**src/rtl/cpu_control_fsm_if.sv**
```systemverilog
// -----------------------------------------------------------------------------
// cpu_control_fsm_if
//
// Bundles the signals that pass between the multicycle control unit and the
// datapath/memory side.
//
//   Datapath -> controller:
//     ir        [18:0]  instruction register contents (opcode = ir[18:16],
//                       ALU function = ir[15:13])
//     zero              zero flag from the datapath flag register
//     mem_ready         memory finished the requested read/write this cycle
//   Controller -> datapath:
//     mem_rd, mem_wr    memory read / write requests (held until mem_ready)
//     addr_sel          0 = address from PC, 1 = address from ir[11:0]
//     ir_ld, pc_ld      instruction register / PC load enables
//     pc_sel            0 = PC+1, 1 = ir[11:0]
//     rf_we             register file write enable
//     wb_sel            0 = ALU result, 1 = memory data
//     b_sel             0 = register operand, 1 = immediate ir[7:0]
//     alu_op    [2:0]   ALU function
//     flags_ld          load zero/carry flags
//     halted            controller is in HALT
//     instret   [CNT_W-1:0] retired-instruction count
//
// master: the controller.  slave: the datapath/memory side.
// -----------------------------------------------------------------------------
interface cpu_control_fsm_if #(
  parameter int CNT_W = 16
);

  logic [18:0]      ir;
  logic             zero;
  logic             mem_ready;

  logic             mem_rd;
  logic             mem_wr;
  logic             addr_sel;
  logic             ir_ld;
  logic             pc_ld;
  logic             pc_sel;
  logic             rf_we;
  logic             wb_sel;
  logic             b_sel;
  logic [2:0]       alu_op;
  logic             flags_ld;
  logic             halted;
  logic [CNT_W-1:0] instret;

  modport master (
    input  ir, zero, mem_ready,
    output mem_rd, mem_wr, addr_sel, ir_ld, pc_ld, pc_sel, rf_we, wb_sel,
           b_sel, alu_op, flags_ld, halted, instret
  );

  modport slave (
    output ir, zero, mem_ready,
    input  mem_rd, mem_wr, addr_sel, ir_ld, pc_ld, pc_sel, rf_we, wb_sel,
           b_sel, alu_op, flags_ld, halted, instret
  );

endinterface

```
**src/rtl/cpu_control_fsm.sv**
```systemverilog
// -----------------------------------------------------------------------------
// cpu_control_fsm
//
// Multicycle control unit. Sequences fetch, decode, execute, memory access and
// writeback for the CPU datapath, stretching memory steps while mem_ready is
// low, and counts retired instructions.
//
// Ports:
//   clk   system clock, all state changes on the rising edge
//   rst   asynchronous, active-low reset
//   bus   cpu_control_fsm_if.master: instruction/flag/ready inputs and every
//         datapath control output (see the interface file)
//
// Parameters:
//   CNT_W width of the retired-instruction counter (wraps at 2^CNT_W)
// -----------------------------------------------------------------------------
module cpu_control_fsm #(
  parameter int CNT_W = 16
) (
  input  logic               clk,
  input  logic               rst,
  cpu_control_fsm_if.master  bus
);

  typedef enum logic [2:0] {
    S_FETCH  = 3'd0,
    S_DECODE = 3'd1,
    S_EXEC   = 3'd2,
    S_MEMRD  = 3'd3,
    S_WB     = 3'd4,
    S_MEMWR  = 3'd5,
    S_HALT   = 3'd6
  } state_e;

  typedef enum logic [2:0] {
    OP_ALU   = 3'b000,
    OP_ALUI  = 3'b001,
    OP_LOAD  = 3'b010,
    OP_STORE = 3'b011,
    OP_JUMP  = 3'b100,
    OP_BZ    = 3'b101,
    OP_NOP   = 3'b110,
    OP_HALT  = 3'b111
  } opcode_e;

  state_e           state_q, state_d;
  logic [CNT_W-1:0] instret_q, instret_d;
  logic             retire;
  opcode_e          opcode;

  assign opcode = opcode_e'(bus.ir[18:16]);

  // ---------------------------------------------------------------------------
  // State register and retired-instruction counter
  // ---------------------------------------------------------------------------
  // NOTE: sequential state uses non-blocking assignments so every register
  // samples its pre-edge inputs, independent of process ordering.
  always_ff @(posedge clk or negedge rst) begin
    if (!rst) begin
      state_q   <= S_FETCH;
      instret_q <= '0;
    end else begin
      state_q   <= state_d;
      instret_q <= instret_d;
    end
  end

  // ---------------------------------------------------------------------------
  // Next-state and retire decode
  // ---------------------------------------------------------------------------
  // NOTE: every variable written here is given a default first, so no path
  // leaves it unassigned and no latch is inferred.
  always_comb begin
    state_d = state_q;
    retire  = 1'b0;

    case (state_q)
      S_FETCH: begin
        if (bus.mem_ready) state_d = S_DECODE;
      end

      S_DECODE: begin
        case (opcode)
          OP_ALU, OP_ALUI: state_d = S_EXEC;
          OP_LOAD:         state_d = S_MEMRD;
          OP_STORE:        state_d = S_MEMWR;
          OP_JUMP, OP_BZ, OP_NOP: begin
            retire  = 1'b1;
            state_d = S_FETCH;
          end
          OP_HALT:         state_d = S_HALT;
          default:         state_d = S_FETCH;
        endcase
      end

      S_EXEC: begin
        retire  = 1'b1;
        state_d = S_FETCH;
      end

      S_MEMRD: begin
        if (bus.mem_ready) state_d = S_WB;
      end

      S_WB: begin
        retire  = 1'b1;
        state_d = S_FETCH;
      end

      S_MEMWR: begin
        if (bus.mem_ready) begin
          retire  = 1'b1;
          state_d = S_FETCH;
        end
      end

      S_HALT: state_d = S_HALT;

      // Unused encoding: restart cleanly from fetch.
      default: state_d = S_FETCH;
    endcase
  end

  // Counter wraps naturally from all-ones to zero.
  assign instret_d = retire ? instret_q + CNT_W'(1) : instret_q;

  // ---------------------------------------------------------------------------
  // Output decode
  // ---------------------------------------------------------------------------
  // The async reset puts state_q in FETCH, which would otherwise request a
  // read; gating with rst keeps every control at 0 for as long as reset is
  // held, so an interrupted cycle cannot leave a partial write pulse.
  always_comb begin
    bus.mem_rd   = 1'b0;
    bus.mem_wr   = 1'b0;
    bus.addr_sel = 1'b0;
    bus.ir_ld    = 1'b0;
    bus.pc_ld    = 1'b0;
    bus.pc_sel   = 1'b0;
    bus.rf_we    = 1'b0;
    bus.wb_sel   = 1'b0;
    bus.b_sel    = 1'b0;
    bus.alu_op   = 3'b000;
    bus.flags_ld = 1'b0;
    bus.halted   = 1'b0;

    if (rst) begin
      case (state_q)
        S_FETCH: begin
          bus.mem_rd = 1'b1;
          // IR and PC+1 are captured on the edge that completes the read.
          if (bus.mem_ready) begin
            bus.ir_ld = 1'b1;
            bus.pc_ld = 1'b1;
          end
        end

        S_DECODE: begin
          if (opcode == OP_JUMP || (opcode == OP_BZ && bus.zero)) begin
            bus.pc_ld  = 1'b1;
            bus.pc_sel = 1'b1;
          end
        end

        S_EXEC: begin
          bus.alu_op   = bus.ir[15:13];
          bus.b_sel    = (opcode == OP_ALUI);
          bus.rf_we    = 1'b1;
          bus.flags_ld = 1'b1;
        end

        S_MEMRD: begin
          bus.mem_rd   = 1'b1;
          bus.addr_sel = 1'b1;
        end

        S_WB: begin
          bus.rf_we  = 1'b1;
          bus.wb_sel = 1'b1;
        end

        S_MEMWR: begin
          bus.mem_wr   = 1'b1;
          bus.addr_sel = 1'b1;
        end

        S_HALT: bus.halted = 1'b1;

        default: ;
      endcase
    end
  end

  assign bus.instret = instret_q;

  // ---------------------------------------------------------------------------
  // Structural invariants of the control decode
  // ---------------------------------------------------------------------------
  a_rd_wr_excl : assert property (@(posedge clk) disable iff (!rst)
    !(bus.mem_rd && bus.mem_wr));

  a_we_pc_excl : assert property (@(posedge clk) disable iff (!rst)
    !(bus.rf_we && bus.pc_ld));

endmodule
```
**src/flat_wrapper.sv**
```systemverilog
// flat-port wrapper written by rule: the top's interface ports become plain ports
module cpu_control_fsm_flat 
#(
  parameter int CNT_W = 16
)
  (clk, rst, bus_ir, bus_zero, bus_mem_ready, bus_mem_rd, bus_mem_wr, bus_addr_sel, bus_ir_ld, bus_pc_ld, bus_pc_sel, bus_rf_we, bus_wb_sel, bus_b_sel, bus_alu_op, bus_flags_ld, bus_halted, bus_instret);
  cpu_control_fsm_if #(.CNT_W(CNT_W)) bus_i ();
  input  logic clk;
  input  logic rst;
  input wire logic [$bits(bus_i.ir)-1:0] bus_ir;
  input wire logic [$bits(bus_i.zero)-1:0] bus_zero;
  input wire logic [$bits(bus_i.mem_ready)-1:0] bus_mem_ready;
  output wire logic [$bits(bus_i.mem_rd)-1:0] bus_mem_rd;
  output wire logic [$bits(bus_i.mem_wr)-1:0] bus_mem_wr;
  output wire logic [$bits(bus_i.addr_sel)-1:0] bus_addr_sel;
  output wire logic [$bits(bus_i.ir_ld)-1:0] bus_ir_ld;
  output wire logic [$bits(bus_i.pc_ld)-1:0] bus_pc_ld;
  output wire logic [$bits(bus_i.pc_sel)-1:0] bus_pc_sel;
  output wire logic [$bits(bus_i.rf_we)-1:0] bus_rf_we;
  output wire logic [$bits(bus_i.wb_sel)-1:0] bus_wb_sel;
  output wire logic [$bits(bus_i.b_sel)-1:0] bus_b_sel;
  output wire logic [$bits(bus_i.alu_op)-1:0] bus_alu_op;
  output wire logic [$bits(bus_i.flags_ld)-1:0] bus_flags_ld;
  output wire logic [$bits(bus_i.halted)-1:0] bus_halted;
  output wire logic [$bits(bus_i.instret)-1:0] bus_instret;
  assign bus_i.ir = bus_ir;
  assign bus_i.zero = bus_zero;
  assign bus_i.mem_ready = bus_mem_ready;
  assign bus_mem_rd = bus_i.mem_rd;
  assign bus_mem_wr = bus_i.mem_wr;
  assign bus_addr_sel = bus_i.addr_sel;
  assign bus_ir_ld = bus_i.ir_ld;
  assign bus_pc_ld = bus_i.pc_ld;
  assign bus_pc_sel = bus_i.pc_sel;
  assign bus_rf_we = bus_i.rf_we;
  assign bus_wb_sel = bus_i.wb_sel;
  assign bus_b_sel = bus_i.b_sel;
  assign bus_alu_op = bus_i.alu_op;
  assign bus_flags_ld = bus_i.flags_ld;
  assign bus_halted = bus_i.halted;
  assign bus_instret = bus_i.instret;
  cpu_control_fsm #(.CNT_W(CNT_W)) u_core (.clk(clk), .rst(rst), .bus(bus_i));
endmodule
```
**config.mk**
```make
export PLATFORM = sky130hd
export DESIGN_NAME = cpu_control_fsm_flat
export DESIGN_NICKNAME = d
export VERILOG_FILES = /design/src/rtl/cpu_control_fsm_if.sv /design/src/rtl/cpu_control_fsm.sv /design/src/flat_wrapper.sv
export SDC_FILE = /design/constraint.sdc
export NUM_CORES = 1
export LEC_CHECK = 0
export ABC_AREA = 0
export BUFFER_PORTS_ARGS = -buffer_cell sky130_fd_sc_hd__clkbuf_2
export CAP_MARGIN = 20
export CORE_MARGIN = 5
export CORE_UTILIZATION = 25
export CTS_CLUSTER_DIAMETER = 150
export DETAILED_ROUTE_END_ITERATION = 10
export PLACE_DENSITY_LB_ADDON = 0.15
export SETUP_SLACK_MARGIN = 0.2
export SLEW_MARGIN = 30
export SYNTH_ARGS = -nofsm -noshare
export SYNTH_HDL_FRONTEND = slang
export SYNTH_SLANG_ARGS = --single-unit
```
**constraint.sdc**
```tcl
create_clock -name clk -period 2.2 [get_ports clk]
set_input_delay 0.11 -clock clk [delete_from_list [all_inputs] [get_ports clk]]
set_output_delay 0.11 -clock clk [all_outputs]
set_load 0.02 [all_outputs]
```
# ---- After elaboration in Yosys (flattened, before gate mapping)
# Index checks and enable logic that the tools add are counted.
dict set report word_totals {
  rom_bits 0
  inputBits 23
  mem_count 0
  ramBits 0
  out_inout_bits 30
  latch_bits 0
  ff_bits 19
}
dict set report classes {
  add_sub_neg 1
  multipliers 0
  n_mux 33
  n_reduce_logical 10
  div 0
  n_lt_le_gt_ge 0
  eq_ne 16
  n_bitwise 0
  shifts 0
}
# cell count
set op_table {}
lappend op_table {{3-bit case mux with 5 select lines} 2}
lappend op_table {{1-bit 2-to-1 mux} 24}
lappend op_table {{3-bit == test, second input constant} 7}
lappend op_table {{16-bit by 1-bit adder with 16-bit output, second input constant} 1}
lappend op_table {{3-bit 2-to-1 mux} 5}
lappend op_table {{3-bit by 2-bit == test with 1-bit output, second input constant} 4}
lappend op_table {{2-bit OR reduction} 4}
lappend op_table {{3-bit by 1-bit == test with 1-bit output, second input constant} 2}
lappend op_table {{3-bit logical NOT} 2}
lappend op_table {{2-bit != test, second input constant} 3}
lappend op_table {{1-bit case mux with 3 select lines} 1}
lappend op_table {{3-bit AND reduction} 1}
lappend op_table {{3-bit OR reduction} 1}
lappend op_table {{1-bit case mux with 2 select lines} 1}
lappend op_table {{1-bit logical AND} 1}
lappend op_table {{1-bit logical OR} 1}

# ---- Longest topological paths before layout
# Gate-level depths: netlist (run 1).
dict set report depth {
  ltp_word 6
  mapped_depth 6
  depth_no_buf 4
}

# ---- Worst setup path before layout (run 1)
# Ideal clock, no wire load.
dict set report synth_path {
  kind {reg2out}
  from {register u_core.state_q[2]}
  to {output port bus_pc_ld}
  stages_incl_launch_ff 6
  slack_ns -0.145
  path_buffers 1
  t_required_ns 2.090
  t_arrival_ns 2.235
  cell_sequence {dfrtp_1 > buf_6 > nor2_2 > nand2_1 > a2111oi_0 > or2_2}
}
dict set report synth_between {
  elab_chain_cells 3
}
# item line_no
set synth_rtl {}
lappend synth_rtl {{start, declared} cpu_control_fsm.sv:46} ;# state_e state_q, state_d;
lappend synth_rtl {{start signal, assigned} cpu_control_fsm.sv:63} ;# state_q <= state_d;
lappend synth_rtl {{3-bit by 1-bit == test with 1-bit output / 3-bit logical NOT (equally long branches)} cpu_control_fsm.sv:148} ;# case (state_q)
lappend synth_rtl {{1-bit case mux with 2 select lines *} cpu_control_fsm.sv:148}
lappend synth_rtl {{1-bit 2-to-1 mux *} cpu_control_fsm.sv:147} ;# if (rst) begin
lappend synth_rtl {{end, declared} flat_wrapper.sv:17} ;# output wire logic [$bits(bus_i.pc_ld)-1:0] bus_pc_ld;
# Mark *: on every way between the ends. The rest lies on a longest branch, timed or not.

# ---- Final worst setup path (run 1)
dict set report layout_path {
  from {register u_core.state_q[0]}
  to {register u_core.instret_q[1] (netlist: u_core.bus.instret[1])}
}
dict set report layout_between {
  elab_chain_cells 3
}
# item line_no
set layout_rtl {}
lappend layout_rtl {{3-bit by 2-bit == test with 1-bit output / 3-bit == test (equally long branches)} cpu_control_fsm.sv:77} ;# case (state_q)
lappend layout_rtl {{2-bit OR reduction (no source line)} --}
lappend layout_rtl {{1-bit case mux with 3 select lines *} cpu_control_fsm.sv:77}
lappend layout_rtl {{end signal, assigned} cpu_control_fsm.sv:64} ;# instret_q <= instret_d;
lappend layout_rtl {{end, declared} cpu_control_fsm.sv:47} ;# logic [CNT_W-1:0] instret_q, instret_d;
# Marked as above.
# A chain may end at the register's enable or synchronous reset.

==> results of run 1 <==
==> cells by family after synthesis <==
kind of cell,Yosys count
AND/OR/NAND/NOR,44
AO/OA/AOI/OAI,24
flip-flops,19
XOR/XNOR,17
buffers and inverters,13
multiplexers,2
adder cells (fa/ha/maj),1
==> final cells by class <==
type | count | area, µm² | share of cell area (%)
timing repair buffer | 42 | 222.7 | 14.21
clock inverter | 1 | 5.005 | 0.3192
sequential | 19 | 476.7 | 30.41
tap | 67 | 83.83 | 5.347
clock buffer | 3 | 41.29 | 2.634
multi-input combinational | 88 | 708.2 | 45.17
inverter | 8 | 30.03 | 1.915
==> path summary, 6_finish.rpt <==
path / depth (start not counted) / endpoint / slack (ps) / startpoint
min in group clk: 4 / u_core.state_q[2] / 250 / bus_mem_ready
setup / recovery: 4 / u_core.bus.instret[1] / 350 / u_core.state_q[0]
setup reg to reg: 4 / u_core.bus.instret[1] / 350 / u_core.state_q[0]
hold / removal: 2 / u_core.bus.instret[4] / 250 / rst
max in group asynchronous: 3 / u_core.bus.instret[0] / 1550 / rst
hold reg to reg: 1 / u_core.bus.instret[15] / 470 / u_core.bus.instret[15]
==> power groups by stage <==
stage	clock network (mW)	registers (mW)	logic [mW]
3_5_place_dp	0	0.577	0.792
5_1_grt	0.283	0.591	0.865
3_3_place_gp	0	0.574	0.783
4_1_cts	0.266	0.569	0.794
6_report	0.254	0.572	0.789
2_1_floorplan	0	0.583	0.600
==> sequential cells by signal, indices dropped and copies added (netlist names) <==
signal	flops
u_core.bus.instret	16
u_core.state_q	3
==> metal layers <==
layer / up-vias / track usage [%]
li1: 508 / -
met1: 487 / 11.76
met2: 35 / 16.23
met3: 4 / 2.130
met4: 0 / 4.054
met5: - / 0
==> cell usage in the layout, fill, tap and decap left out, drive strengths merged, types with 2 or more instances in the layout <==
| cell type | instances |
|---|---|
| clkbuf | 42 |
| dfrtp | 19 |
| nand2 | 11 |
| xor2 | 11 |
| inv | 8 |
| a2111oi | 8 |
| nor2 | 7 |
| xnor2 | 6 |
| a211oi | 6 |
| and2 | 5 |
| and3 | 4 |
| nor2b | 4 |
| nand4 | 4 |
| nand3 | 3 |
| or2 | 2 |
| nand2b | 2 |
| a21oi | 2 |
| o21ai | 2 |
| buf | 2 |
==> through the flow <==
stage | area [µm²] | worst slack (ps)
6_report | 1568 | 351.9
5_1_grt | 1568 | 212.1
4_1_cts | 1549 | 222.1
3_5_place_dp | 1493 | 331.3
3_3_place_gp | 1493 | 356.0
2_1_floorplan | 1241 | 449.1
==> repair_timing <==
item / CTS / global route
gates resized for setup: 0 / 5
hold buffers: 1 / 0
setup endpoints to repair: 0 / 10
hold endpoints to repair: 8 / 0
==> metrics.txt, run 1 <==
# TYPE chip_impl_metric gauge
chip_impl_metric{name="p_int",unit="µW"} 849.2
chip_impl_metric{name="final_period_minus_worst_setup_slack",unit="ps"} 1848
chip_impl_metric{name="cts.path.max_buffers",unit=""} 2
chip_impl_info{name="setup.worst_path.start_class",value="flip-flop"} 1
chip_impl_metric{name="ys_ff_latch",unit=""} 19
chip_impl_metric{name="route.detailed.vias_per_inst",unit=""} 4.535
chip_impl_metric{name="cts_buf_count",unit=""} 3
chip_impl_metric{name="via_count_of_the_first_global_routing_pass",unit=""} 1054
chip_impl_metric{name="synth_top_cell_area_share",unit="%"} 38.50
chip_impl_metric{name="n_fill_cell",unit=""} 515
chip_impl_info{name="ctsRootBufferMaster",value="sky130_fd_sc_hd__clkbuf_8"} 1
chip_impl_metric{name="timing.critical_path.slowest_cell_delay",unit="ps"} 580
chip_impl_metric{name="die-area",unit="µm²"} 6446
chip_impl_metric{name="leakagePower",unit="nW"} 0.7477
chip_impl_info{name="synth_top_cell_by_area",value="sky130_fd_sc_hd__dfrtp_1"} 1
chip_impl_metric{name="cp_num_buf_inv",unit=""} 0
chip_impl_metric{name="grt_overflow",unit=""} 0
chip_impl_metric{name="synth.avg_cell_area",unit="µm²"} 10.29
chip_impl_metric{name="wirelength_met1",unit="mm"} 1.345
chip_impl_metric{name="fin_total_pwr",unit="mW"} 1.615
chip_impl_metric{name="async_flop_share",unit="%"} 100.0
chip_impl_metric{name="yosysUniqueCellTypes",unit=""} 37
chip_impl_metric{name="grt_start_max_net_pins",unit=""} 16
chip_impl_metric{name="netlist_instances",unit=""} 120
chip_impl_info{name="critPathCaptureType",value="flip-flop"} 1
chip_impl_metric{name="antenna-diode-count",unit=""} 0
chip_impl_metric{name="wl_met3",unit="µm"} 193
chip_impl_metric{name="drtPass1Iterations",unit=""} 4
chip_impl_info{name="timing.setup.critical_path_class",value="reg2reg"} 1
chip_impl_metric{name="grt_total_usage",unit="%"} 9.639
chip_impl_info{name="critical_path.top_delay_family",value="flip-flops"} 1
chip_impl_metric{name="worst_setup_hold_path_clk_slew",unit="ps"} 80
chip_impl_metric{name="cts.htree.levels",unit=""} 1
chip_impl_info{name="netlist_top_cells_count",value="sky130_fd_sc_hd__dfrtp_1 (19), sky130_fd_sc_hd__nand2_1 (11), sky130_fd_sc_hd__xor2_1 (11)"} 1
chip_impl_info{name="synth_top_family_by_area",value="compound AO/OA/AOI/OAI gates"} 1
chip_impl_metric{name="flow.area_growth_from_synthesis",unit="%"} 26.95
chip_impl_metric{name="clock-sinks",unit=""} 19
chip_impl_metric{name="setup_viol_count_final",unit=""} 0
chip_impl_metric{name="critical_path_peak_fanout",unit=""} 15
chip_impl_metric{name="syn-cell-area",unit="µm²"} 1235
chip_impl_metric{name="hold_viol_final",unit=""} 0
chip_impl_metric{name="stdcell_count",unit=""} 228
chip_impl_metric{name="io_buffer_count",unit=""} 39
chip_impl_metric{name="wirelength",unit="mm"} 2.934
chip_impl_metric{name="die-height",unit="µm"} 80.29
chip_impl_metric{name="worstPathRequired",unit="ps"} 2350
chip_impl_metric{name="share_comb_of_total_power",unit="%"} 48.8
chip_impl_info{name="synth.top_cells.by_area",value="sky130_fd_sc_hd__dfrtp_1 (39%), sky130_fd_sc_hd__xor2_1 (7.8%), sky130_fd_sc_hd__a2111oi_4 (4.5%), sky130_fd_sc_hd__xnor2_1 (4.3%), sky130_fd_sc_hd__a211oi_1 (3.6%)"} 1
chip_impl_info{name="unrepaired_setup_endpoints_after_global_routing",value="false"} 1
chip_impl_info{name="maxUsedRoutingLayer",value="met4"} 1
chip_impl_metric{name="synth_compound_area_share",unit="%"} 20.57
chip_impl_metric{name="number_of_buffers_added_for_setup_after_cts",unit=""} 0
chip_impl_metric{name="p_sw_share",unit="%"} 47.42
chip_impl_metric{name="hold_slack",unit="ps"} 253.1
chip_impl_info{name="yosys_most_used_dff",value="sky130_fd_sc_hd__dfrtp_1"} 1
chip_impl_metric{name="skew",unit="ps"} 5.589
chip_impl_metric{name="final_util",unit="%"} 32.97
chip_impl_metric{name="timing.final.crit_share",unit="%"} 84.01
chip_impl_metric{name="clock_latency",unit="ps"} 260
chip_impl_metric{name="routed_wire_length_per_instance",unit="µm"} 12.87
chip_impl_info{name="tritoncts",value="built"} 1
chip_impl_metric{name="syn_nets",unit=""} 144
chip_impl_metric{name="setup_total_negative_slack",unit="ps"} 0
chip_impl_metric{name="synth_mux_area_share",unit="%"} 1.722
chip_impl_metric{name="die_x",unit="µm"} 80.29
chip_impl_metric{name="synth_simple_gate_area_share",unit="%"} 20.26
chip_impl_metric{name="yosys.area_share.adder",unit="%"} 1.013
chip_impl_info{name="crit_chain",value="nor2b_2 -> a22oi_4 -> nand2_1 -> mux2_1"} 1
chip_impl_metric{name="drt.antenna.violating_nets",unit=""} 0
chip_impl_metric{name="fmax",unit="GHz"} 0.5411
chip_impl_metric{name="first_iter_violations",unit=""} 21
chip_impl_metric{name="tightest_slew",unit="ps"} 534.5
chip_impl_metric{name="synth-seq-area-share",unit="%"} 38.50
chip_impl_info{name="outcome",value="complete, no violations"} 1
chip_impl_metric{name="synth_xor_xnor_area_share",unit="%"} 12.06
chip_impl_metric{name="core_region_area",unit="µm²"} 4755
chip_impl_metric{name="netSwitchingPower",unit="µW"} 765.8
chip_impl_metric{name="vdd.ir_drop.worst",unit="mV"} 0.5209
chip_impl_metric{name="grt_pass1_wl",unit="mm"} 4.892
chip_impl_metric{name="number_of_antenna_violations_at_the_first_check_in_global_routing",unit=""} 0
chip_impl_metric{name="power.clock.fraction",unit="%"} 15.7
chip_impl_metric{name="final_net_count",unit=""} 186
chip_impl_metric{name="count_of_flip_flops_with_a_built_in_enable_after_synthesis",unit=""} 0
chip_impl_metric{name="route.detailed.drc",unit=""} 0
chip_impl_metric{name="sequentialPowerShare",unit="%"} 35.4
chip_impl_metric{name="placement_rows",unit=""} 25
chip_impl_metric{name="placedCellCount",unit=""} 223
chip_impl_metric{name="detailed_place_hpwl",unit="mm"} 2.286
chip_impl_metric{name="floorplan.initialDensity",unit="%"} 25.97
chip_impl_info{name="synth.most_common_cell",value="sky130_fd_sc_hd__dfrtp_1"} 1
chip_impl_metric{name="design.portCount",unit=""} 53
chip_impl_metric{name="drive_above_1_share",unit="%"} 37.27
chip_impl_metric{name="routed-via-count",unit=""} 1034
chip_impl_metric{name="power.density",unit="nW/µm²"} 1030
chip_impl_metric{name="arrival",unit="ps"} 2000
chip_impl_info{name="min-delay-path-class",value="in2async"} 1
chip_impl_metric{name="finalMaxSlewViolations",unit=""} 0
chip_impl_metric{name="met2RoutedLength",unit="mm"} 1.352
chip_impl_metric{name="drv.max_cap_violation_count",unit=""} 0
chip_impl_metric{name="max-slew-margin-rel",unit="%"} 64.36
chip_impl_metric{name="globalplace.congestion",unit=""} 0.7929
chip_impl_metric{name="yosys_warning_count",unit=""} 0
chip_impl_info{name="critical-path-slowest-cell",value="sky130_fd_sc_hd__dfrtp_1"} 1
No activity file was read; power rests on OpenSTA's default activity.
==> run 2, diff against run 1 <==
--- a/config.mk
+++ b/config.mk
@@ -5,7 +5,7 @@
 export SDC_FILE = /design/constraint.sdc
 export NUM_CORES = 1
 export LEC_CHECK = 0
-export ABC_AREA = 0
+export ABC_AREA = 1
 export BUFFER_PORTS_ARGS = -buffer_cell sky130_fd_sc_hd__clkbuf_2
 export CAP_MARGIN = 20
 export CORE_MARGIN = 5
==> constraint.sdc (replaced) <==
create_clock -name clk -period 1.6 [get_ports clk]
set_input_delay 0.08 -clock clk [delete_from_list [all_inputs] [get_ports clk]]
set_output_delay 0.08 -clock clk [all_outputs]
set_load 0.02 [all_outputs]
==> run 2 against run 1 <==
Compared with the run above:
- core utilization grew 5.3 points
- combinational power grew 85%
- first-iteration DRC count grew to 2.6 times the previous value
- sequential power grew 26%
- highest routed layer unchanged
- clock-buffer cell count grew 1
- register-to-register slack lost 150 ps
==> metrics.txt, run 2 <==
# TYPE chip_impl_metric gauge
chip_impl_metric{name="flip_flop_count_of_the_largest_register_all_copies_and_words_added",unit=""} 16
chip_impl_info{name="unrepaired_setup_endpoints_after_global_routing",value="true"} 1
chip_impl_metric{name="globalplace.congestion",unit=""} 0.7747
chip_impl_metric{name="via_count_of_the_first_global_routing_pass",unit=""} 1269
chip_impl_metric{name="final_period_minus_worst_setup_slack",unit="ps"} 1500
chip_impl_metric{name="clock-sinks",unit=""} 19
chip_impl_metric{name="tightest_slew",unit="ps"} 348.6
chip_impl_metric{name="cts_buf_count",unit=""} 3
chip_impl_metric{name="routed_wire_length_per_instance",unit="µm"} 11.81
chip_impl_metric{name="route.detailed.drc",unit=""} 0
chip_impl_metric{name="arrival",unit="ps"} 1420
chip_impl_info{name="hold_start",value="bus_mem_ready"} 1
chip_impl_info{name="rr_endpoint",value="u_core.bus.instret[2]"} 1
chip_impl_metric{name="synth.avg_cell_area",unit="µm²"} 6.630
chip_impl_metric{name="grt_total_usage",unit="%"} 11.03
chip_impl_info{name="r2r-start",value="u_core.state_q[2]"} 1
chip_impl_metric{name="setup_total_negative_slack",unit="ps"} 0
chip_impl_metric{name="cts.path.max_buffers",unit=""} 2
chip_impl_metric{name="grt_overflow",unit=""} 0
chip_impl_info{name="netlist_top_cells_count",value="sky130_fd_sc_hd__nand2_1 (68), sky130_fd_sc_hd__inv_1 (27), sky130_fd_sc_hd__nand3_1 (24)"} 1
chip_impl_metric{name="worst_setup_hold_path_clk_slew",unit="ps"} 70
chip_impl_metric{name="routed-via-count",unit=""} 1406
chip_impl_metric{name="worstPathRequired",unit="ps"} 1520
chip_impl_metric{name="vdd.ir_drop.worst",unit="mV"} 0.8466
chip_impl_info{name="synth_top_cell_by_area",value="sky130_fd_sc_hd__dfrtp_1"} 1
chip_impl_metric{name="yosys_warning_count",unit=""} 0
chip_impl_info{name="layout_commonest_cell",value="sky130_fd_sc_hd__nand2_1"} 1
chip_impl_metric{name="clock_latency",unit="ps"} 260
chip_impl_metric{name="core_region_area",unit="µm²"} 5042
chip_impl_info{name="timing.setup.critical_path_class",value="reg2out"} 1
chip_impl_metric{name="floorplan.initialDensity",unit="%"} 25.51
chip_impl_info{name="outcome",value="complete, no violations"} 1
chip_impl_info{name="critPathCaptureType",value="output pin"} 1
chip_impl_metric{name="netlist_instances",unit=""} 194
chip_impl_info{name="min-delay-path-class",value="in2reg"} 1
chip_impl_metric{name="die-height",unit="µm"} 81.73
chip_impl_metric{name="drtPass1Iterations",unit=""} 4
chip_impl_metric{name="setup_viol_count_final",unit=""} 0
chip_impl_metric{name="die_x",unit="µm"} 81.73
chip_impl_metric{name="drive_above_1_share",unit="%"} 36.65
chip_impl_metric{name="hold_depth",unit=""} 3
chip_impl_info{name="whs_endpoint",value="u_core.state_q[0]"} 1
chip_impl_info{name="setup.worst_path.start_class",value="flip-flop"} 1
chip_impl_metric{name="cts.htree.levels",unit=""} 1
chip_impl_metric{name="placement_rows",unit=""} 26
chip_impl_metric{name="antenna-diode-count",unit=""} 0
chip_impl_metric{name="fmax",unit="GHz"} 0.6665
chip_impl_info{name="yosys_most_used_dff",value="sky130_fd_sc_hd__dfrtp_1"} 1
chip_impl_metric{name="first_iter_violations",unit=""} 54
chip_impl_metric{name="drt.antenna.violating_nets",unit=""} 0
chip_impl_info{name="synth.top_cells.by_area",value="sky130_fd_sc_hd__dfrtp_1 (37%), sky130_fd_sc_hd__nand2_1 (20%), sky130_fd_sc_hd__nand3_1 (9.3%), sky130_fd_sc_hd__inv_1 (7.9%), sky130_fd_sc_hd__nor2_1 (6.4%)"} 1
chip_impl_metric{name="timing.final.crit_share",unit="%"} 93.77
chip_impl_metric{name="max-slew-margin-rel",unit="%"} 76.69
chip_impl_metric{name="count_of_flip_flops_with_a_built_in_enable_after_synthesis",unit=""} 0
chip_impl_info{name="ctsRootBufferMaster",value="sky130_fd_sc_hd__clkbuf_8"} 1
chip_impl_metric{name="grt_start_max_net_pins",unit=""} 15
chip_impl_metric{name="detailed_place_hpwl",unit="mm"} 2.556
chip_impl_metric{name="wirelength",unit="mm"} 3.792
chip_impl_metric{name="leakagePower",unit="nW"} 0.9580
chip_impl_info{name="final_cell_mix",value="sky130_fd_sc_hd__nand2_1 (65), sky130_fd_sc_hd__clkbuf_2 (28), sky130_fd_sc_hd__inv_1 (24)"} 1
chip_impl_metric{name="route.detailed.vias_per_inst",unit=""} 4.380
chip_impl_metric{name="syn-cell-area",unit="µm²"} 1286
chip_impl_metric{name="async_flop_share",unit="%"} 100.0
chip_impl_metric{name="number_of_antenna_violations_at_the_first_check_in_global_routing",unit=""} 0
chip_impl_metric{name="stdcell_count",unit=""} 321
chip_impl_metric{name="grt_pass1_wl",unit="mm"} 5.789
chip_impl_metric{name="ys_ff_latch",unit=""} 19
chip_impl_metric{name="reg2reg_setup_slack",unit="ps"} 200
chip_impl_metric{name="final_net_count",unit=""} 276
chip_impl_metric{name="hold_viol_final",unit=""} 0
chip_impl_metric{name="synth-seq-area-share",unit="%"} 36.96
chip_impl_metric{name="synth_top_cell_area_share",unit="%"} 36.96
chip_impl_metric{name="placedCellCount",unit=""} 304
chip_impl_metric{name="design.portCount",unit=""} 53
chip_impl_metric{name="syn_nets",unit=""} 218
chip_impl_metric{name="drv.max_cap_violation_count",unit=""} 0
chip_impl_metric{name="flow.area_growth_from_synthesis",unit="%"} 50.19
chip_impl_metric{name="r2r_cells",unit=""} 8
chip_impl_metric{name="yosysUniqueCellTypes",unit=""} 26
chip_impl_metric{name="die-area",unit="µm²"} 6680
chip_impl_metric{name="io_buffer_count",unit=""} 39
chip_impl_info{name="critical-path-slowest-cell",value="sky130_fd_sc_hd__dfrtp_2"} 1
chip_impl_metric{name="finalMaxSlewViolations",unit=""} 0
chip_impl_metric{name="timing.critical_path.slowest_cell_delay",unit="ps"} 430
chip_impl_info{name="synth.most_common_cell",value="sky130_fd_sc_hd__nand2_1"} 1
chip_impl_metric{name="critical_path_peak_fanout",unit=""} 5
chip_impl_metric{name="skew",unit="ps"} 2.585
chip_impl_info{name="tritoncts",value="built"} 1
chip_impl_info{name="crit_chain",value="buf_4 -> nor2_4 -> o2111ai_4 -> a21oi_2 -> buf_6"} 1
chip_impl_metric{name="power.density",unit="nW/µm²"} 1306
-- run 2: changes by cell type after synthesis, moves of 3 or more --
cell / change
sky130_fd_sc_hd__nor2_1: +16
sky130_fd_sc_hd__nand3_1: +21
sky130_fd_sc_hd__xnor2_1: -4
sky130_fd_sc_hd__inv_1: +19
sky130_fd_sc_hd__a211oi_1: -6
sky130_fd_sc_hd__inv_2: +3
sky130_fd_sc_hd__nand2_1: +57
sky130_fd_sc_hd__a2111oi_1: -3
sky130_fd_sc_hd__xor2_1: -10
sky130_fd_sc_hd__and2_1: -5
sky130_fd_sc_hd__and3_1: -4
sky130_fd_sc_hd__nor2b_1: -3
-- run 2: report_power, final --
group / switching [mW] / total, mW / internal [mW]
logic: 0.895 / 1.46 / 0.566
registers: 0.137 / 0.722 / 0.584
clock network: 0.162 / 0.339 / 0.177
-- run 2: per-stage QoR --
stage	instance area (µm²)	util (%)	power (mW)	setup slack, ps	hold WS (ps)
finish	1932	38.31	2.522	99.68	173.2
global route	1932	38.31	2.713	29.40	192.8
CTS	1748	34.67	2.262	41.55	150.0
detailed placement	1577	31.27	1.714	96.59	-37.85
global placement	1577	31.27	1.722	94.70	-33.52
floorplan	1294	-	1.469	185.6	-215.6
-- run 2: cells by family after synthesis --
logic type                 after synthesis  share of synthesized area [%]
AOI/OAI and AO/OA                       11                          4.962
xor gates and xnor gates                 4                          3.308
adders and majority gates                1                         0.9726
buffers and inverters                   33                          10.80
DFF                                     19                          36.97
and+or+nand+nor                        126                          43.00
-- run 2: how the worst max path moves through the flow --
stage	from	end	slack [ps]	depth (start not counted)
after floorplan	u_core.bus.instret[1]	u_core.bus.instret[10]	190	8
after global placement	u_core.state_q[1]	u_core.bus.instret[15]	90	8
after detailed placement	u_core.state_q[1]	u_core.bus.instret[9]	100	8
final	u_core.state_q[2]	bus_pc_ld	100	5
after CTS	u_core.state_q[1]	bus_pc_ld	40	6
after global routing	u_core.state_q[1]	bus_pc_ld	30	6
-- run 2: worst max-delay path, delay by kind of cell, from the launching register on --
kind            cells  cell delay (ps)
simple gates        1              150
flops               1              430
buf+inv             2              300
compound gates      2              290
-- run 2: timing repair --
item	4_1_cts	5_1_grt
hold endpoints to repair	19	0
buffers inserted	5	4
hold buffers	1	0
pin swaps	6	10
cloned	1	2
setup endpoints to repair	27	28
gates resized for setup	21	45
-- run 2: metal layers --
metal	vias up	wire, µm	GRT usage [%]
met5	-	0	0
met4	0	29	2.990
met3	4	224	1.425
met2	42	1767	18.98
met1	631	1771	14.44
li1	729	-	-
-- run 2: area by class of cell --
type / count / area, µm²
Clock buffer: 4 / 45.04
Fill cell: 532 / 3110
Inverter: 31 / 126.4
Multi-Input combinational cell: 145 / 839.6
Sequential cell: 19 / 480.5
Tap cell: 70 / 87.58
Timing Repair Buffer: 52 / 352.8
==> run 3, diff against run 2 <==
==> constraint.sdc (replaced) <==
create_clock -name clk -period 1.24 [get_ports clk]
set_input_delay 0.062 -clock clk [delete_from_list [all_inputs] [get_ports clk]]
set_output_delay 0.062 -clock clk [all_outputs]
set_load 0.02 [all_outputs]
==> run 3 against run 2 <==
Compared with the run above:
- the run now ends with setup timing left
- largest cell class unchanged
- combinational power grew 100%
- via count grew 12%
- total power grew 73%
- critical path depth grew 1
==> metrics.txt, run 3 (same netlist as run 2, synthesis figures left out) <==
# TYPE chip_impl_metric gauge
chip_impl_metric{name="clock_latency",unit="ps"} 250
chip_impl_metric{name="fmax",unit="GHz"} 0.6491
chip_impl_metric{name="placedCellCount",unit=""} 332
chip_impl_metric{name="reg2reg_setup_slack",unit="ps"} -230
chip_impl_info{name="setup.worst_path.start_class",value="flip-flop"} 1
chip_impl_metric{name="worstPathRequired",unit="ps"} 1180
chip_impl_metric{name="grt_pass1_wl",unit="mm"} 6.962
chip_impl_metric{name="drive_above_1_share",unit="%"} 53.50
chip_impl_info{name="min-delay-path-class",value="in2reg"} 1
chip_impl_metric{name="timing.final.crit_share",unit="%"} 124.2
chip_impl_metric{name="power.density",unit="nW/µm²"} 1676
chip_impl_metric{name="route.detailed.vias_per_inst",unit=""} 4.421
chip_impl_metric{name="final-seq-area",unit="µm²"} 484.2
chip_impl_metric{name="p_sw_share",unit="%"} 44.23
chip_impl_metric{name="share_comb_of_total_power",unit="%"} 68.5
chip_impl_metric{name="arrival",unit="ps"} 1480
chip_impl_metric{name="hold_slack",unit="ps"} 209.2
chip_impl_metric{name="wirelength",unit="mm"} 4.375
chip_impl_metric{name="drtPass1Iterations",unit=""} 4
chip_impl_info{name="rr_endpoint",value="u_core.bus.instret[15]"} 1
chip_impl_metric{name="area_of_the_multi_input_gates",unit="µm²"} 1025
chip_impl_metric{name="stdcell_area",unit="µm²"} 2599
chip_impl_metric{name="flip_flop_count_of_the_largest_register_all_copies_and_words_added",unit=""} 16
chip_impl_metric{name="cp_num_buf_inv",unit=""} 2
chip_impl_metric{name="final_period_minus_worst_setup_slack",unit="ps"} 1541
chip_impl_info{name="failed_checks",value="setup timing"} 1
chip_impl_metric{name="hold_depth",unit=""} 3
chip_impl_metric{name="detailed_place_hpwl",unit="mm"} 2.761
chip_impl_metric{name="p_int",unit="mW"} 2.429
chip_impl_metric{name="floorplan.initialDensity",unit="%"} 25.51
chip_impl_metric{name="flow.area_growth_from_synthesis",unit="%"} 102.0
chip_impl_metric{name="hold_viol_final",unit=""} 0
chip_impl_info{name="final_cell_mix",value="sky130_fd_sc_hd__nand2_1 (59), sky130_fd_sc_hd__buf_6 (32), sky130_fd_sc_hd__inv_1 (24), sky130_fd_sc_hd__buf_4 (24), sky130_fd_sc_hd__clkbuf_2 (17)"} 1
chip_impl_info{name="whs_endpoint",value="u_core.state_q[0]"} 1
chip_impl_metric{name="dpl_cell_area",unit="µm²"} 1942
chip_impl_metric{name="design.portCount",unit=""} 53
chip_impl_metric{name="die-height",unit="µm"} 81.73
chip_impl_metric{name="grt_overflow",unit=""} 0
chip_impl_info{name="unrepaired_setup_endpoints_after_global_routing",value="true"} 1
chip_impl_metric{name="die-area",unit="µm²"} 6680
chip_impl_info{name="ctsRootBufferMaster",value="sky130_fd_sc_hd__clkbuf_8"} 1
chip_impl_metric{name="via_count_of_the_first_global_routing_pass",unit=""} 1536
chip_impl_info{name="tritoncts",value="built"} 1
chip_impl_metric{name="cts_buf_count",unit=""} 3
chip_impl_metric{name="netSwitchingPower",unit="mW"} 1.926
chip_impl_metric{name="final_util",unit="%"} 51.54
chip_impl_metric{name="power.clock.fraction",unit="%"} 10.1
chip_impl_info{name="critical-path-slowest-cell",value="sky130_fd_sc_hd__dfrtp_1"} 1
chip_impl_info{name="r2r-start",value="u_core.state_q[1]"} 1
chip_impl_metric{name="n_fill_cell",unit=""} 483
chip_impl_metric{name="die_x",unit="µm"} 81.73
chip_impl_info{name="critPathCaptureType",value="output pin"} 1
chip_impl_metric{name="r2r_cells",unit=""} 10
chip_impl_metric{name="leakagePower",unit="nW"} 1.224
chip_impl_metric{name="cts.htree.levels",unit=""} 1
chip_impl_metric{name="antenna-diode-count",unit=""} 0
chip_impl_metric{name="tightest_slew",unit="ps"} 245.7
chip_impl_metric{name="final_critical_path_setup_slack",unit="ps"} -300.7
chip_impl_metric{name="grt_start_max_net_pins",unit=""} 17
chip_impl_info{name="outcome",value="complete, but fails checks"} 1
chip_impl_metric{name="setup_viol_count_final",unit=""} 33
chip_impl_info{name="critical_path.top_delay_family",value="flip-flops"} 1
chip_impl_metric{name="grt_total_usage",unit="%"} 13.20
chip_impl_metric{name="clock-sinks",unit=""} 19
chip_impl_metric{name="vdd.ir_drop.worst",unit="mV"} 0.8965
chip_impl_metric{name="number_of_antenna_violations_at_the_first_check_in_global_routing",unit=""} 0
chip_impl_metric{name="route.detailed.drc",unit=""} 0
chip_impl_metric{name="final_net_count",unit=""} 311
chip_impl_metric{name="routed-via-count",unit=""} 1574
chip_impl_metric{name="drt.antenna.violating_nets",unit=""} 0
chip_impl_metric{name="first_iter_violations",unit=""} 61
chip_impl_metric{name="finalMaxSlewViolations",unit=""} 0
chip_impl_info{name="hold_start",value="bus_mem_ready"} 1
chip_impl_metric{name="sequentialPowerShare",unit="%"} 21.5
chip_impl_metric{name="core_region_area",unit="µm²"} 5042
chip_impl_metric{name="io_buffer_count",unit=""} 39
chip_impl_info{name="layout_commonest_cell",value="sky130_fd_sc_hd__nand2_1"} 1
chip_impl_metric{name="drv.max_cap_violation_count",unit=""} 0
chip_impl_metric{name="timing.critical_path.slowest_cell_delay",unit="ps"} 420
chip_impl_metric{name="max-slew-margin-rel",unit="%"} 83.50
chip_impl_metric{name="critical_path_peak_fanout",unit=""} 4
chip_impl_metric{name="cts.path.max_buffers",unit=""} 2
chip_impl_info{name="crit_chain",value="inv_2 -> nand2_4 -> nor2_4 -> o2111ai_4 -> a21oi_2 -> clkbuf_8"} 1
chip_impl_metric{name="routed_wire_length_per_instance",unit="µm"} 12.29
chip_impl_info{name="timing.setup.critical_path_class",value="reg2out"} 1
chip_impl_metric{name="globalplace.congestion",unit=""} 0.7383
chip_impl_metric{name="skew",unit="ps"} 2.364
chip_impl_metric{name="placement_rows",unit=""} 26
chip_impl_metric{name="worst_setup_hold_path_clk_slew",unit="ps"} 70
chip_impl_metric{name="stdcell_count",unit=""} 356
## run 3: cell types whose count changed in the layout (fill, tap and decap cells not counted), sizes merged
cell    before  now
clkbuf      33   23
buf         22   67
## run 3: layer usage
layer | vias up | part of all wire [%] | GRT usage, %
met5 | - | 0 | 0
met4 | 0 | 0.98 | 1.993
met3 | 6 | 3.9 | 3.399
met2 | 28 | 51 | 22.37
met1 | 738 | 44 | 17.18
li1 | 802 | - | -
## run 3: repair_timing
item                       4_1_cts  5_1_grt
hold buffers                     1        0
gates cloned                     2        1
setup endpoints to repair       36       41
gates resized for setup         55       72
hold endpoints to repair        19        0
pin swaps                       13       21
setup buffers                    9        7
## run 3: worst reg2reg max path: stages, from the launching register on
cell	delay, ps
sky130_fd_sc_hd__dfrtp_1	420
sky130_fd_sc_hd__inv_2	90
sky130_fd_sc_hd__nand2_4	70
sky130_fd_sc_hd__nor2_4	150
sky130_fd_sc_hd__buf_6	120
sky130_fd_sc_hd__buf_6	100
sky130_fd_sc_hd__nand2_8	80
sky130_fd_sc_hd__nand3_4	160
sky130_fd_sc_hd__nand2_1	70
sky130_fd_sc_hd__nand2_1	60
sky130_fd_sc_hd__nand2_1	50
## run 3: metrics by stage
stage          setup TNS [ps]  setup WS, ps  power (mW)
6_report                -5804        -300.7       4.356
5_1_grt                 -7987        -372.2       4.653
4_1_cts                 -5339        -290.2       3.779
3_5_place_dp            -2717        -192.2       2.735
3_3_place_gp            -1969        -132.6       2.732
2_1_floorplan          -704.3        -92.45       2.138
## run 3: worst max path at each step
stage                                   endpoint                   from  cells after the start
after CTS                              bus_b_sel      u_core.state_q[2]                      6
after global routing                   bus_pc_ld      u_core.state_q[1]                      6
after global placement     u_core.bus.instret[0]      u_core.state_q[0]                      6
after detailed placement  u_core.bus.instret[15]      u_core.state_q[0]                      8
final                                  bus_pc_ld      u_core.state_q[1]                      6
after floorplan           u_core.bus.instret[14]  u_core.bus.instret[0]                      8
## run 3: layout make-up
| type | count | area share [%] |
|---|---|---|
| Multi-Input combinational cell | 145 | 39.43 |
| Timing Repair Buffer | 87 | 32.07 |
| Sequential cell | 19 | 18.63 |
| Inverter | 31 | 4.767 |
| Tap cell | 70 | 3.370 |
| Clock buffer | 4 | 1.733 |
## run 3: power by group through the flow
stage	clock network [mW]	logic (mW)	registers, mW
2_1_floorplan	0	1.08	1.06
4_1_cts	0.455	2.40	0.924
3_3_place_gp	0	1.80	0.934
6_report	0.438	2.98	0.936
5_1_grt	0.490	3.20	0.959
3_5_place_dp	0	1.80	0.934
